File: config.mk
export PLATFORM = sky130hd
export DESIGN_NAME = guy_move_ctrl
export DESIGN_NICKNAME = d
export VERILOG_FILES = /design/src/rtl/guy_move_ctrl.sv
export SDC_FILE = /design/constraint.sdc
export NUM_CORES = 1
export LEC_CHECK = 0
export CAP_MARGIN = 20
export CORE_AREA = 2 2 124 126
export DETAILED_ROUTE_END_ITERATION = 8
export DIE_AREA = 0 0 126 128
export GPL_TIMING_DRIVEN = 1
export SLEW_MARGIN = 10
export SYNTH_ARGS = -nofsm -noshare
export SYNTH_HDL_FRONTEND = slang
export SYNTH_SLANG_ARGS = --single-unit
File: constraint.sdc
create_clock -name clk -period 9.3 [get_ports clk]
set_input_delay 0.93 -clock clk [delete_from_list [all_inputs] [get_ports clk]]
set_output_delay 0.93 -clock clk [all_outputs]
set_load 0.03 [all_outputs]
File: src/rtl/guy_move_ctrl.sv
// guy_move_ctrl - player sprite movement controller.
//
// Synchronizes and debounces the four raw active-low direction buttons,
// arbitrates them to one held direction (up > down > left > right, no
// preemption of a held direction), optionally gates moves that would leave
// the arena, and issues one update strobe every FRAMES_PER_STEP frames.
//
// Optional feature macro: GUY_MOVE_BOUNDS_EN
//   defined   - direction outputs are forced released when the move would
//               leave [0,X_MAX]x[0,Y_MAX]
//   undefined - no gating; pos_x/pos_y are unused
//
// Ports:
//   clk          system/pixel clock, rising edge
//   rst          asynchronous active-low reset
//   frame_start  one-cycle pulse per video frame
//   btn_*_n      raw buttons, active-low, asynchronous
//   pos_x/pos_y  current sprite position
//   up/down/left/right  active-low direction to sprite (at most one low)
//   update       one-cycle step strobe (cycle after the tick)
//   dir_held     arbiter state: 0 IDLE, 1 UP, 2 DOWN, 3 LEFT, 4 RIGHT
module guy_move_ctrl #(
  parameter logic [15:0] DEB_CYCLES      = 16'd50000,
  parameter logic [7:0]  FRAMES_PER_STEP = 8'd2,
  parameter logic [9:0]  STEP            = 10'd3,
  parameter logic [9:0]  X_MAX           = 10'd625,
  parameter logic [8:0]  Y_MAX           = 9'd465
) (
  input  logic       clk,
  input  logic       rst,
  input  logic       frame_start,
  input  logic       btn_up_n,
  input  logic       btn_down_n,
  input  logic       btn_left_n,
  input  logic       btn_right_n,
  input  logic [9:0] pos_x,
  input  logic [8:0] pos_y,
  output logic       up,
  output logic       down,
  output logic       left,
  output logic       right,
  output logic       update,
  output logic [2:0] dir_held
);

  typedef enum logic [2:0] {
    S_IDLE  = 3'd0,
    S_UP    = 3'd1,
    S_DOWN  = 3'd2,
    S_LEFT  = 3'd3,
    S_RIGHT = 3'd4
  } state_t;

  localparam int NB = 4;  // bit 3 up, 2 down, 1 left, 0 right

  // Reset: asserts asynchronously, released to the logic synchronously.
  logic rst_meta_q, rst_sync_q;
  always_ff @(posedge clk or negedge rst) begin
    if (!rst) begin
      rst_meta_q <= 1'b0;
      rst_sync_q <= 1'b0;
    end else begin
      rst_meta_q <= 1'b1;
      rst_sync_q <= rst_meta_q;
    end
  end

  // Any reset assertion still clears everything immediately.
  logic rst_i;
  assign rst_i = rst_sync_q & rst;

  logic [NB-1:0]       btn_raw_n;
  logic [NB-1:0]       meta_q, sync_q;
  logic [NB-1:0]       deb_q, deb_d;
  logic [NB-1:0][15:0] cnt_q, cnt_d;

  assign btn_raw_n = {btn_up_n, btn_down_n, btn_left_n, btn_right_n};

  // Debounce: count consecutive cycles where the synced level disagrees
  // with the debounced level; flip on the DEB_CYCLES-th such cycle.
  always_comb begin
    deb_d = deb_q;
    cnt_d = cnt_q;
    for (int i = 0; i < NB; i++) begin
      if (sync_q[i] == deb_q[i]) begin
        cnt_d[i] = 16'd0;
      end else if (cnt_q[i] == DEB_CYCLES - 16'd1) begin
        cnt_d[i] = 16'd0;
        deb_d[i] = sync_q[i];
      end else begin
        cnt_d[i] = cnt_q[i] + 16'd1;
      end
    end
  end

  always_ff @(posedge clk or negedge rst_i) begin
    if (!rst_i) begin
      meta_q <= '1;
      sync_q <= '1;
      deb_q  <= '1;
      cnt_q  <= '0;
    end else begin
      meta_q <= btn_raw_n;
      sync_q <= meta_q;
      deb_q  <= deb_d;
      cnt_q  <= cnt_d;
    end
  end

  // Step tick from the frame counter.
  logic [7:0] fcnt_q, fcnt_d;
  logic       tick;

  always_comb begin
    fcnt_d = fcnt_q;
    tick   = 1'b0;
    if (frame_start) begin
      if (fcnt_q == FRAMES_PER_STEP - 8'd1) begin
        tick   = 1'b1;
        fcnt_d = 8'd0;
      end else begin
        fcnt_d = fcnt_q + 8'd1;
      end
    end
  end

  // Arbiter.
  logic [NB-1:0] pressed;
  assign pressed = ~deb_q;

  function automatic state_t pick(input logic [NB-1:0] p);
    if      (p[3]) return S_UP;
    else if (p[2]) return S_DOWN;
    else if (p[1]) return S_LEFT;
    else if (p[0]) return S_RIGHT;
    else           return S_IDLE;
  endfunction

  state_t state_q, state_d;

  always_comb begin
    state_d = state_q;
    if (tick) begin
      case (state_q)
        S_UP:    if (!pressed[3]) state_d = pick(pressed);
        S_DOWN:  if (!pressed[2]) state_d = pick(pressed);
        S_LEFT:  if (!pressed[1]) state_d = pick(pressed);
        S_RIGHT: if (!pressed[0]) state_d = pick(pressed);
        default: state_d = pick(pressed);
      endcase
    end
  end

  // Bounds gating: a set bit forces that direction released.
  logic [NB-1:0] block;
`ifdef GUY_MOVE_BOUNDS_EN
  always_comb begin
    block    = '0;
    block[3] = {1'b0, pos_y} < STEP;
    block[2] = {1'b0, pos_y} > ({1'b0, Y_MAX} - STEP);
    block[1] = pos_x < STEP;
    block[0] = pos_x > (X_MAX - STEP);
  end
`else
  logic unused_bounds;
  assign unused_bounds = ^{pos_x, pos_y, STEP, X_MAX, Y_MAX};
  assign block = '0;
`endif

  logic [NB-1:0] dir_n_q, dir_n_d;
  logic          update_q, update_d;

  always_comb begin
    dir_n_d  = dir_n_q;
    update_d = tick;
    if (tick) begin
      case (state_d)
        S_UP:    dir_n_d = 4'b0111;
        S_DOWN:  dir_n_d = 4'b1011;
        S_LEFT:  dir_n_d = 4'b1101;
        S_RIGHT: dir_n_d = 4'b1110;
        default: dir_n_d = 4'b1111;
      endcase
      dir_n_d = dir_n_d | block;
    end
  end

  always_ff @(posedge clk or negedge rst_i) begin
    if (!rst_i) begin
      fcnt_q   <= 8'd0;
      state_q  <= S_IDLE;
      dir_n_q  <= '1;
      update_q <= 1'b0;
    end else begin
      fcnt_q   <= fcnt_d;
      state_q  <= state_d;
      dir_n_q  <= dir_n_d;
      update_q <= update_d;
    end
  end

  assign up       = dir_n_q[3];
  assign down     = dir_n_q[2];
  assign left     = dir_n_q[1];
  assign right    = dir_n_q[0];
  assign update   = update_q;
  assign dir_held = state_q;

endmodule
==> implementation parameters, run 1 <==
Parameter                              Value

Logic synthesis
  Post-synth ARST share    1.000
  Synthesized area    4353 um2
  Area share of the leading cell type in the synthesized netlist    0.4484
  Post-synth top area cell    sky130_fd_sc_hd__dfrtp_1
  Number of enable-type register cells in the synthesized netlist    0
  Unique cell type count in the Yosys netlist    46
  Average size of a mapped cell    10.64 um2
  Area contributors post-synth    sky130_fd_sc_hd__dfrtp_1, sky130_fd_sc_hd__dfstp_2, sky130_fd_sc_hd__xnor2_1, sky130_fd_sc_hd__nor2_1, sky130_fd_sc_hd__xor2_1
  Syn Inst Count    409
  Leading register cell type out of synthesis    sky130_fd_sc_hd__dfrtp_1
  Seq cells post-synth    94
  Number of warnings issued by yosys    0
  Mapped Nets    441
  Share of the yosys chip area belonging to registers    0.5450

Drt
  Routed wire length on met3    178 um
  DR WL/cell    12.34 um
  Count of TritonRoute iterations in the first routing pass    6
  Length of routed met2 wiring    3698 um
  Wire length reported by the detailed router    7637 um
  Antenna viol nets, final    0
  Routed length on met1    3599 um
  Drt drc    0
  Vias after detailed routing    2,976
  Via count normalized by instance count    4.808
  Number of DRC violations after detailed-routing iteration 0    150
  Highest metal used    met4

Pwr
  Power density over cell area    196.8 nW/um2
  Post-layout total power    0.9786 mW
  Peak supply drop    136.8 uV
  Static leakage power    1.992 nW

Cells and area
  Leading cell type in the layout, fill and taps excluded    sky130_fd_sc_hd__dfrtp_1
  Most frequent cells in the layout    sky130_fd_sc_hd__dfrtp_1, sky130_fd_sc_hd__nor2_1, sky130_fd_sc_hd__xnor2_1
  Antenna cells    0
  Area grow syn2layout    14.26%
  Share of post-route cells with drive strength above 1    0.09977
  Number of nets in the final layout    458

STA
  Hold_ws    0.3434 ns
  Achievable frequency    399.4 MHz
  Setup WS post-layout    6.796 ns
  Final clock period utilization by the worst path    0.2692
  Transition time of the tightest slew-check pin    0.7842 ns
  Final setup violation count    0
  Final-layout setup total negative slack    0 ns
  Setup repair after global routing missed its margin    no
  Max-slew headroom    0.4733
  Max-slew violation total from the final report    0
  Fin. Hold Viols    0
  Clock Skew    0.007922 ns
  Shortest period the worst path allows    2.504 ns

Setup path
  Crit path max fanout    2
  Cells traversed along the worst timing path    clkdlybuf4s50_1
  Worst path max stage delay    0.70 ns
  Number of buffer and inverter stages on the critical path    1
  Dominant delay contributor by cell family on the critical path    buffers and inverters
  Cell with the biggest individual delay on the critical path    sky130_fd_sc_hd__clkdlybuf4s50_1
  Required time worst endpoint    8.37 ns
  Worst Reg2Reg Path Length in Cells    3
  Reg2Reg Launch Point    fcnt_q[2]
  Worst Path Class, Setup    reg2out
  Worst setup SP type    flop
  Signal arrival time at the worst endpoint    1.57 ns
  Endpoint of the lowest-slack register-to-register path    dir_held[0]
  Register-to-register setup slack    7.25 ns
  Critical Path End Type    output port

Floorplanning
  Number of standard-cell rows in the floorplan    45
  Area enclosed by the die boundary    16,130 um2
  Initial standard-cell utilization of the core    0.2928
  Vert. Die Dim    128 um
  I/O pin cnt    34
  Die boundary width    126 um
  Area of the placeable core    14,860 um2

Placed design
  Count of input and output buffers    14
  Worst slack after detailed placement    6.428 ns
  Final GP Congestion    0.7757
  HPWL after DPL    5244 um

CTS
  CTS tree    yes
  H-tree level count    3
  Clock buffers created by TritonCTS    9
  Clock latency reported for the late side of the worst-skew pair    0.34 ns
  Count of clock tree sinks    94
  Post-CTS repair timing setup buffer count    0
  Cts-stage hold buffer count    0
  Maximum buffer depth of the clock tree    2
  CTS root buf    sky130_fd_sc_hd__clkbuf_16
  Number of cells upsized or downsized after cts    0
  Clock transition time at the flip-flop clock pins of the worst setup and hold paths    0.06 ns

Global route
  Total global routing track utilization    0.1023
  Vias in the first global route    3,030
  First-pass GRT wire length    13,720 um
  Congestion Overflow GR    0
  Number of antenna violations at the first check in global routing    0
  Largest net degree at the start of global routing    54

Hold path
  Type of the most critical hold path    reg2async

Job
  Max-cap viol count    0

Outcome
  Result of the run    complete, no violations
[layer usage]
metal	up-vias	global-route usage
met5	-	0
met4	0	0.05042
met3	15	0.01795
met2	33	0.1714
met1	1469	0.1281
li1	1459	-
[cells in the mapped netlist, types with 3 or more instances]
| master | instances |
|---|---|
| sky130_fd_sc_hd__a21oi_1 | 8 |
| sky130_fd_sc_hd__a31oi_1 | 3 |
| sky130_fd_sc_hd__and3_1 | 9 |
| sky130_fd_sc_hd__and4_1 | 6 |
| sky130_fd_sc_hd__buf_2 | 5 |
| sky130_fd_sc_hd__dfrtp_1 | 78 |
| sky130_fd_sc_hd__dfstp_2 | 16 |
| sky130_fd_sc_hd__ha_1 | 6 |
| sky130_fd_sc_hd__inv_1 | 12 |
| sky130_fd_sc_hd__mux2_2 | 4 |
| sky130_fd_sc_hd__nand2_1 | 19 |
| sky130_fd_sc_hd__nand3_1 | 23 |
| sky130_fd_sc_hd__nand4_1 | 23 |
| sky130_fd_sc_hd__nor2_1 | 71 |
| sky130_fd_sc_hd__nor3_1 | 12 |
| sky130_fd_sc_hd__nor4_1 | 11 |
| sky130_fd_sc_hd__nor4bb_1 | 5 |
| sky130_fd_sc_hd__o21ai_0 | 3 |
| sky130_fd_sc_hd__xnor2_1 | 40 |
| sky130_fd_sc_hd__xor2_1 | 23 |
[power by group]
part           switching (mW)  leakage [nW]  internal (mW)  total [mW]
sequential             0.0345          1.22          0.450       0.485
combinational          0.0813         0.629         0.0659       0.147
clock                   0.150         0.139          0.197       0.347
[metrics by stage]
| stage | instances | utilization | instance area, um2 |
|---|---|---|---|
| floorplan | 409 | - | 4353 |
| detailed placement | 603 | 0.3153 | 4687 |
| global route | 619 | 0.3346 | 4974 |
| CTS | 619 | 0.3346 | 4974 |
| finish | 619 | 0.3346 | 4974 |
| global placement | 603 | 0.3153 | 4687 |
[cell families (layout without fill, tap and decap cells)]
group / after synthesis / after routing / synth area share
AOI/OAI and AO/OA: 27 / 27 / 0.04427
xor gates and xnor gates: 63 / 63 / 0.1268
adders and majority gates: 6 / 6 / 0.01725
and+or+nand+nor: 192 / 192 / 0.2300
buffers and inverters: 21 / 43 / 0.02213
muxes: 5 / 5 / 0.01380
DFF: 94 / 94 / 0.5450
other: 1 / 1 / 0.0008615
[layout make-up]
cell class | count | area (um2)
multi-input combinational | 294 | 1887
fill | 1530 | 9891
clock buffer | 12 | 256.5
clock inverter | 4 | 30.03
inverter | 12 | 45.04
sequential | 94 | 2372
timing repair buffer | 15 | 147.6
tap | 188 | 235.2
[how the worst max path moves through the flow]
stage                      from           to  slack (ns)  cells past startpoint
finish               dir_n_q[0]        right        6.80                      1
floorplan                   rst     cnt_q[0]        5.52                      1
CTS                  dir_n_q[0]        right        6.78                      1
global placement    frame_start  dir_held[0]        6.42                      4
global route        frame_start   dir_n_q[0]        6.63                      5
detailed placement  frame_start  dir_held[0]        6.43                      4
[flip-flops by register name, summed over array words and instances, names as in the netlist]
signal	cells
dir_n_q	4
cnt_q	64
rst_meta_q	1
sync_q	4
fcnt_q	8
rst_sync_q	1
deb_q	4
meta_q	4
update	1
dir_held	3
[worst reg2reg max path, delay by kind of cell (launching register included)]
| kind | cells | cell delay (ns) |
|---|---|---|
| mux | 1 | 0.35 |
| flops | 1 | 0.43 |
| simple gates | 2 | 1.16 |
Power figures use the tool's default switching activity.
==> inputs of run 2 (changes only) <==
==> constraint.sdc (replaced) <==
create_clock -name clk -period 2.35 [get_ports clk]
set_input_delay 0.235 -clock clk [delete_from_list [all_inputs] [get_ports clk]]
set_output_delay 0.235 -clock clk [all_outputs]
set_load 0.03 [all_outputs]
==> implementation parameters, run 2 (synthesized netlist as in run 1, its figures left out) <==
Parameter                              Value

Floorplanning
  Number of standard-cell rows in the floorplan    45
  Initial standard-cell utilization of the core    0.2928
  Area of the placeable core    14,860 um2
  Die boundary width    126 um
  Area enclosed by the die boundary    16,130 um2
  Vert. Die Dim    128 um
  I/O pin cnt    34

Cells and area
  Total area of multi-input combinational cells    1887 um2
  Most frequent cells in the layout    sky130_fd_sc_hd__dfrtp_1, sky130_fd_sc_hd__nor2_1, sky130_fd_sc_hd__xnor2_1
  Register bank with the most flops    cnt_q
  Number of nets in the final layout    464
  Number of flip-flops under the largest register name    64
  Storage cell area    2372 um2
  Fill cell instance count of the final layout    1,506
  Antenna cells    0
  Leading cell type in the layout, fill and taps excluded    sky130_fd_sc_hd__dfrtp_1
  Final standard cell count with taps included and fillers excluded    625
  Registers with the most flip-flops    cnt_q (64), fcnt_q (8)
  Final design utilization    0.3406
  Area grow syn2layout    16.30%
  Share of post-route cells with drive strength above 1    0.1076

Global route
  Congestion Overflow GR    0
  Largest net degree at the start of global routing    45
  Total global routing track utilization    0.1033
  First-pass GRT wire length    13,830 um
  Number of antenna violations at the first check in global routing    0
  Vias in the first global route    3,039

Drt
  DR WL/cell    12.32 um
  Drt drc    0
  Count of TritonRoute iterations in the first routing pass    4
  Wire length reported by the detailed router    7699 um
  Vias after detailed routing    3,009
  Number of DRC violations after detailed-routing iteration 0    134
  Via count normalized by instance count    4.814
  Antenna viol nets, final    0

Pwr
  Static leakage power    2.036 nW
  Peak supply drop    543.9 uV
  Power density over cell area    800.2 nW/um2

Setup path
  Worst path max stage delay    0.64 ns
  Worst Path Class, Setup    reg2reg
  Cells traversed along the worst timing path    nor4_1, nand3_1, o31ai_4, nor2_1
  Dominant delay contributor by cell family on the critical path    compound AO/OA/AOI/OAI gates
  Number of buffer and inverter stages on the critical path    0
  Signal arrival time at the worst endpoint    2.02 ns
  Required time worst endpoint    2.54 ns
  Worst setup SP type    flop
  Critical Path End Type    flop
  Crit path max fanout    16
  Cell with the biggest individual delay on the critical path    sky130_fd_sc_hd__o31ai_4

STA
  Clock Skew    0.007126 ns
  Transition time of the tightest slew-check pin    0.6539 ns
  Shortest period the worst path allows    1.835 ns
  Max-slew headroom    0.5640
  Final clock period utilization by the worst path    0.7808
  Setup repair after global routing missed its margin    no
  Achievable frequency    545.0 MHz
  Fin. Hold Viols    0
  Max-slew violation total from the final report    0
  Final-layout setup total negative slack    0 ns
  Setup WS post-layout    0.5152 ns
  Final setup violation count    0

CTS
  Post-CTS repair timing setup buffer count    0
  Clock transition time at the flip-flop clock pins of the worst setup and hold paths    0.06 ns
  Clock latency reported for the late side of the worst-skew pair    0.34 ns
  Cts-stage hold buffer count    0
  Maximum buffer depth of the clock tree    2
  CTS root buf    sky130_fd_sc_hd__clkbuf_16
  Number of cells upsized or downsized after cts    0
  H-tree level count    3
  CTS tree    yes
  Clock buffers created by TritonCTS    9
  Count of clock tree sinks    94

Placed design
  Worst slack after detailed placement    0.5195 ns
  HPWL after DPL    5265 um
  Final GP Congestion    0.8235
  Count of input and output buffers    14
  Placed Instances    609

Outcome
  Result of the run    complete, no violations

Hold path
  Type of the most critical hold path    in2async

Job
  Max-cap viol count    0
==> run 2: cell types whose count changed in the layout (fill, tap and decap cells not counted) <==
cell	delta
sky130_fd_sc_hd__buf_12	+1
sky130_fd_sc_hd__buf_4	+5
sky130_fd_sc_hd__bufinv_16	+2
sky130_fd_sc_hd__clkbuf_1	+2
sky130_fd_sc_hd__clkbuf_8	-1
sky130_fd_sc_hd__clkinv_2	-1
sky130_fd_sc_hd__clkinv_4	-1
sky130_fd_sc_hd__inv_6	-1
==> run 2: worst reg2reg max path, delay by kind of cell, from the launching register on <==
| kind | cells | cell delay [ns] |
|---|---|---|
| DFF | 1 | 0.42 |
| AOI/OAI and AO/OA | 1 | 0.64 |
| and+or+nand+nor | 3 | 0.63 |
==> run 2: final timing paths <==
kind,end,cells past startpoint,from,slack (ns)
hold reg to reg,cnt_q[43],1,rst_sync_q,0.27
max in group asynchronous,deb_q[3],3,rst,1.36
min in group clk,meta_q[0],1,btn_right_n,0.31
setup reg to reg,cnt_q[59],4,cnt_q[61],0.52
hold / removal,rst_sync_q,1,rst,0.07
setup / recovery,cnt_q[59],4,cnt_q[61],0.52
==> run 2: cell type report <==
class                      count  area share
tap                          188     0.04647
inverter                      12    0.008898
multi-input combinational    294      0.3727
timing repair buffer          21     0.04053
sequential                    94      0.4686
clock buffer                  13     0.04943
clock inverter                 3     0.01335
==> run 2: metal layers <==
metal | wire, um | part of all wire | global-route usage
met2 | 3741 | 0.49 | 0.1664
met1 | 3534 | 0.46 | 0.1292
met4 | 226 | 0.029 | 0.06270
met5 | 0 | 0 | 0
met3 | 197 | 0.026 | 0.01962
==> run 2: power breakdown <==
part	total [mW]	switching, mW	internal [mW]
combinational	0.603	0.332	0.271
sequential	1.91	0.133	1.78
clock	1.53	0.571	0.962
total	4.05	1.04	3.02
==> run 2: per-stage QoR <==
| stage | hold WS [ns] | power [mW] | area [um2] |
|---|---|---|---|
| global placement | 0.2841 | 2.530 | 4745 |
| global route | 0.06801 | 4.264 | 5062 |
| CTS | 0.05423 | 4.120 | 5062 |
| detailed placement | 0.2891 | 2.548 | 4745 |
| finish | 0.07011 | 4.051 | 5062 |
| floorplan | -0.06059 | 2.335 | 4354 |
==> inputs of run 3 (changes only) <==
==> constraint.sdc (replaced) <==
create_clock -name clk -period 1.67 [get_ports clk]
set_input_delay 0.167 -clock clk [delete_from_list [all_inputs] [get_ports clk]]
set_output_delay 0.167 -clock clk [all_outputs]
set_load 0.03 [all_outputs]
==> implementation parameters, run 3 (synthesized netlist as in run 1, its figures left out) <==
Parameter                              Value

Floorplanning
  Vert. Die Dim    128 um
  Area of the placeable core    14,860 um2
  Initial standard-cell utilization of the core    0.2928
  Number of standard-cell rows in the floorplan    45
  I/O pin cnt    34
  Die boundary width    126 um
  Area enclosed by the die boundary    16,130 um2

Cells and area
  Storage cell area    2375 um2
  Number of nets in the final layout    500
  Register bank with the most flops    cnt_q
  Fill cell instance count of the final layout    1,498
  Final standard cell count with taps included and fillers excluded    661
  Leading cell type in the layout, fill and taps excluded    sky130_fd_sc_hd__dfrtp_1
  Design area    5445 um2
  Area grow syn2layout    25.09%
  Share of post-route cells with drive strength above 1    0.2072
  Antenna cells    0
  Registers with the most flip-flops    cnt_q (64), fcnt_q (8)
  Most frequent cells in the layout    sky130_fd_sc_hd__dfrtp_1, sky130_fd_sc_hd__nor2_1, sky130_fd_sc_hd__xnor2_1
  Total area of multi-input combinational cells    1942 um2
  Number of flip-flops under the largest register name    64

Setup path
  Reg2Reg Launch Point    fcnt_q[4]
  Required time worst endpoint    1.89 ns
  Worst Path Class, Setup    reg2reg
  Crit path max fanout    5
  Critical Path End Type    flop
  CP startpoint    fcnt_q[4]
  Worst setup SP type    flop
  Signal arrival time at the worst endpoint    1.99 ns

STA
  Final-layout setup total negative slack    -0.3548 ns
  Shortest period the worst path allows    1.770 ns
  Clock Skew    0.004182 ns
  Max-slew violation total from the final report    0
  Fin. Hold Viols    0
  Final setup violation count    6
  Setup WS post-layout    -0.1000 ns
  Setup repair after global routing missed its margin    yes
  Achievable frequency    565.0 MHz
  Final clock period utilization by the worst path    1.060

Placed design
  Post-Place Cell Area    4987 um2
  Worst slack after detailed placement    -0.01625 ns
  HPWL after DPL    5625 um
  Count of input and output buffers    14
  Final GP Congestion    0.8039
  Placed Instances    636

Pwr
  Peak supply drop    825.3 uV
  Post-layout total power    5.942 mW
  Static leakage power    2.254 nW
  Power density over cell area    1091 nW/um2

Outcome
  Result of the run    finished, violations left
  Violations in the final reports    negative setup slack

Drt
  Via count normalized by instance count    4.660
  Wire length reported by the detailed router    8035 um
  Vias after detailed routing    3,080
  DR WL/cell    12.16 um
  Drt drc    0
  Antenna viol nets, final    0
  Count of TritonRoute iterations in the first routing pass    4
  Number of DRC violations after detailed-routing iteration 0    188

CTS
  Clock latency reported for the late side of the worst-skew pair    0.34 ns
  Clock transition time at the flip-flop clock pins of the worst setup and hold paths    0.07 ns
  CTS tree    yes
  Count of clock tree sinks    94
  Clock buffers created by TritonCTS    9
  Maximum buffer depth of the clock tree    2
  CTS root buf    sky130_fd_sc_hd__clkbuf_16
  H-tree level count    3

Job
  Max-cap viol count    0

Global route
  Number of antenna violations at the first check in global routing    0
  Largest net degree at the start of global routing    33
  Vias in the first global route    3,240
  First-pass GRT wire length    14,480 um
  Congestion Overflow GR    0
  Total global routing track utilization    0.1075

Hold path
  Worst hold path startpoint    btn_left_n
  Type of the most critical hold path    in2reg
==> run 3: cell types whose count changed in the layout (fill, tap and decap cells not counted), sizes merged <==
| cell | before | now |
|---|---|---|
| buf | 7 | 42 |
| dlygate4sd2 | 0 | 6 |
| clkbuf | 13 | 9 |
| clkdlybuf4s50 | 14 | 7 |
| dlymetal6s2s | 0 | 1 |
| dlygate4sd3 | 0 | 1 |
| inv | 12 | 15 |
| clkinv | 0 | 1 |
==> run 3: per-layer routing <==
| metal | vias to the layer above | global-route usage | wire (um) |
|---|---|---|---|
| li1 | 1543 | - | - |
| met3 | 12 | 0.03297 | 242 |
| met5 | - | 0 | 0 |
| met2 | 39 | 0.1799 | 3971 |
| met4 | 0 | 0.03167 | 100 |
| met1 | 1486 | 0.1344 | 3720 |
==> run 3: layout make-up <==
class	count	share of cell area
multi-input cells	294	0.3566
clock buffers	9	0.04136
clock inverters	7	0.01930
flip-flops and latches	94	0.4361
repair buffers	57	0.09513
well taps	188	0.04320
inverters	12	0.008272
==> run 3: repair_timing <==
item | 4_1_cts | 5_1_grt
gates resized for setup | 6 | 16
endpoints found under the hold margin | 2 | 0
buffers inserted | 0 | 8
hold buffers | 1 | 0
setup endpoints to repair | 7 | 53
pin swaps | 0 | 4
==> run 3: power breakdown <==
part | switching [mW] | leakage, nW | internal, mW
clock | 0.890 | 0.159 | 1.34
combinational | 0.556 | 0.875 | 0.502
sequential | 0.149 | 1.22 | 2.51
==> run 3: critical path, stage by stage (launching register included) <==
cell and delay [ns]:
sky130_fd_sc_hd__dfrtp_1 0.38, sky130_fd_sc_hd__or4_4 0.55, sky130_fd_sc_hd__nor4_4 0.23, sky130_fd_sc_hd__buf_4 0.19, sky130_fd_sc_hd__mux2_4 0.31
==> run 3: worst paths after layout <==
path / end / depth (start not counted) / slack [ns]
setup reg to reg: dir_held[0] / 4 / -0.10
min in group asynchronous: cnt_q[13] / 1 / 0.26
max in group asynchronous: dir_n_q[1] / 4 / 0.29
hold reg to reg: cnt_q[13] / 1 / 0.26
setup / recovery: dir_held[0] / 4 / -0.10
hold / removal: meta_q[1] / 1 / 0.23
==> run 3: per-stage QoR <==
stage	hold slack (ns)	util
3_3_place_gp	0.2669	0.3355
5_1_grt	0.2078	0.3663
4_1_cts	0.2194	0.3579
2_1_floorplan	-0.1286	-
3_5_place_dp	0.2664	0.3355
6_report	0.2318	0.3663
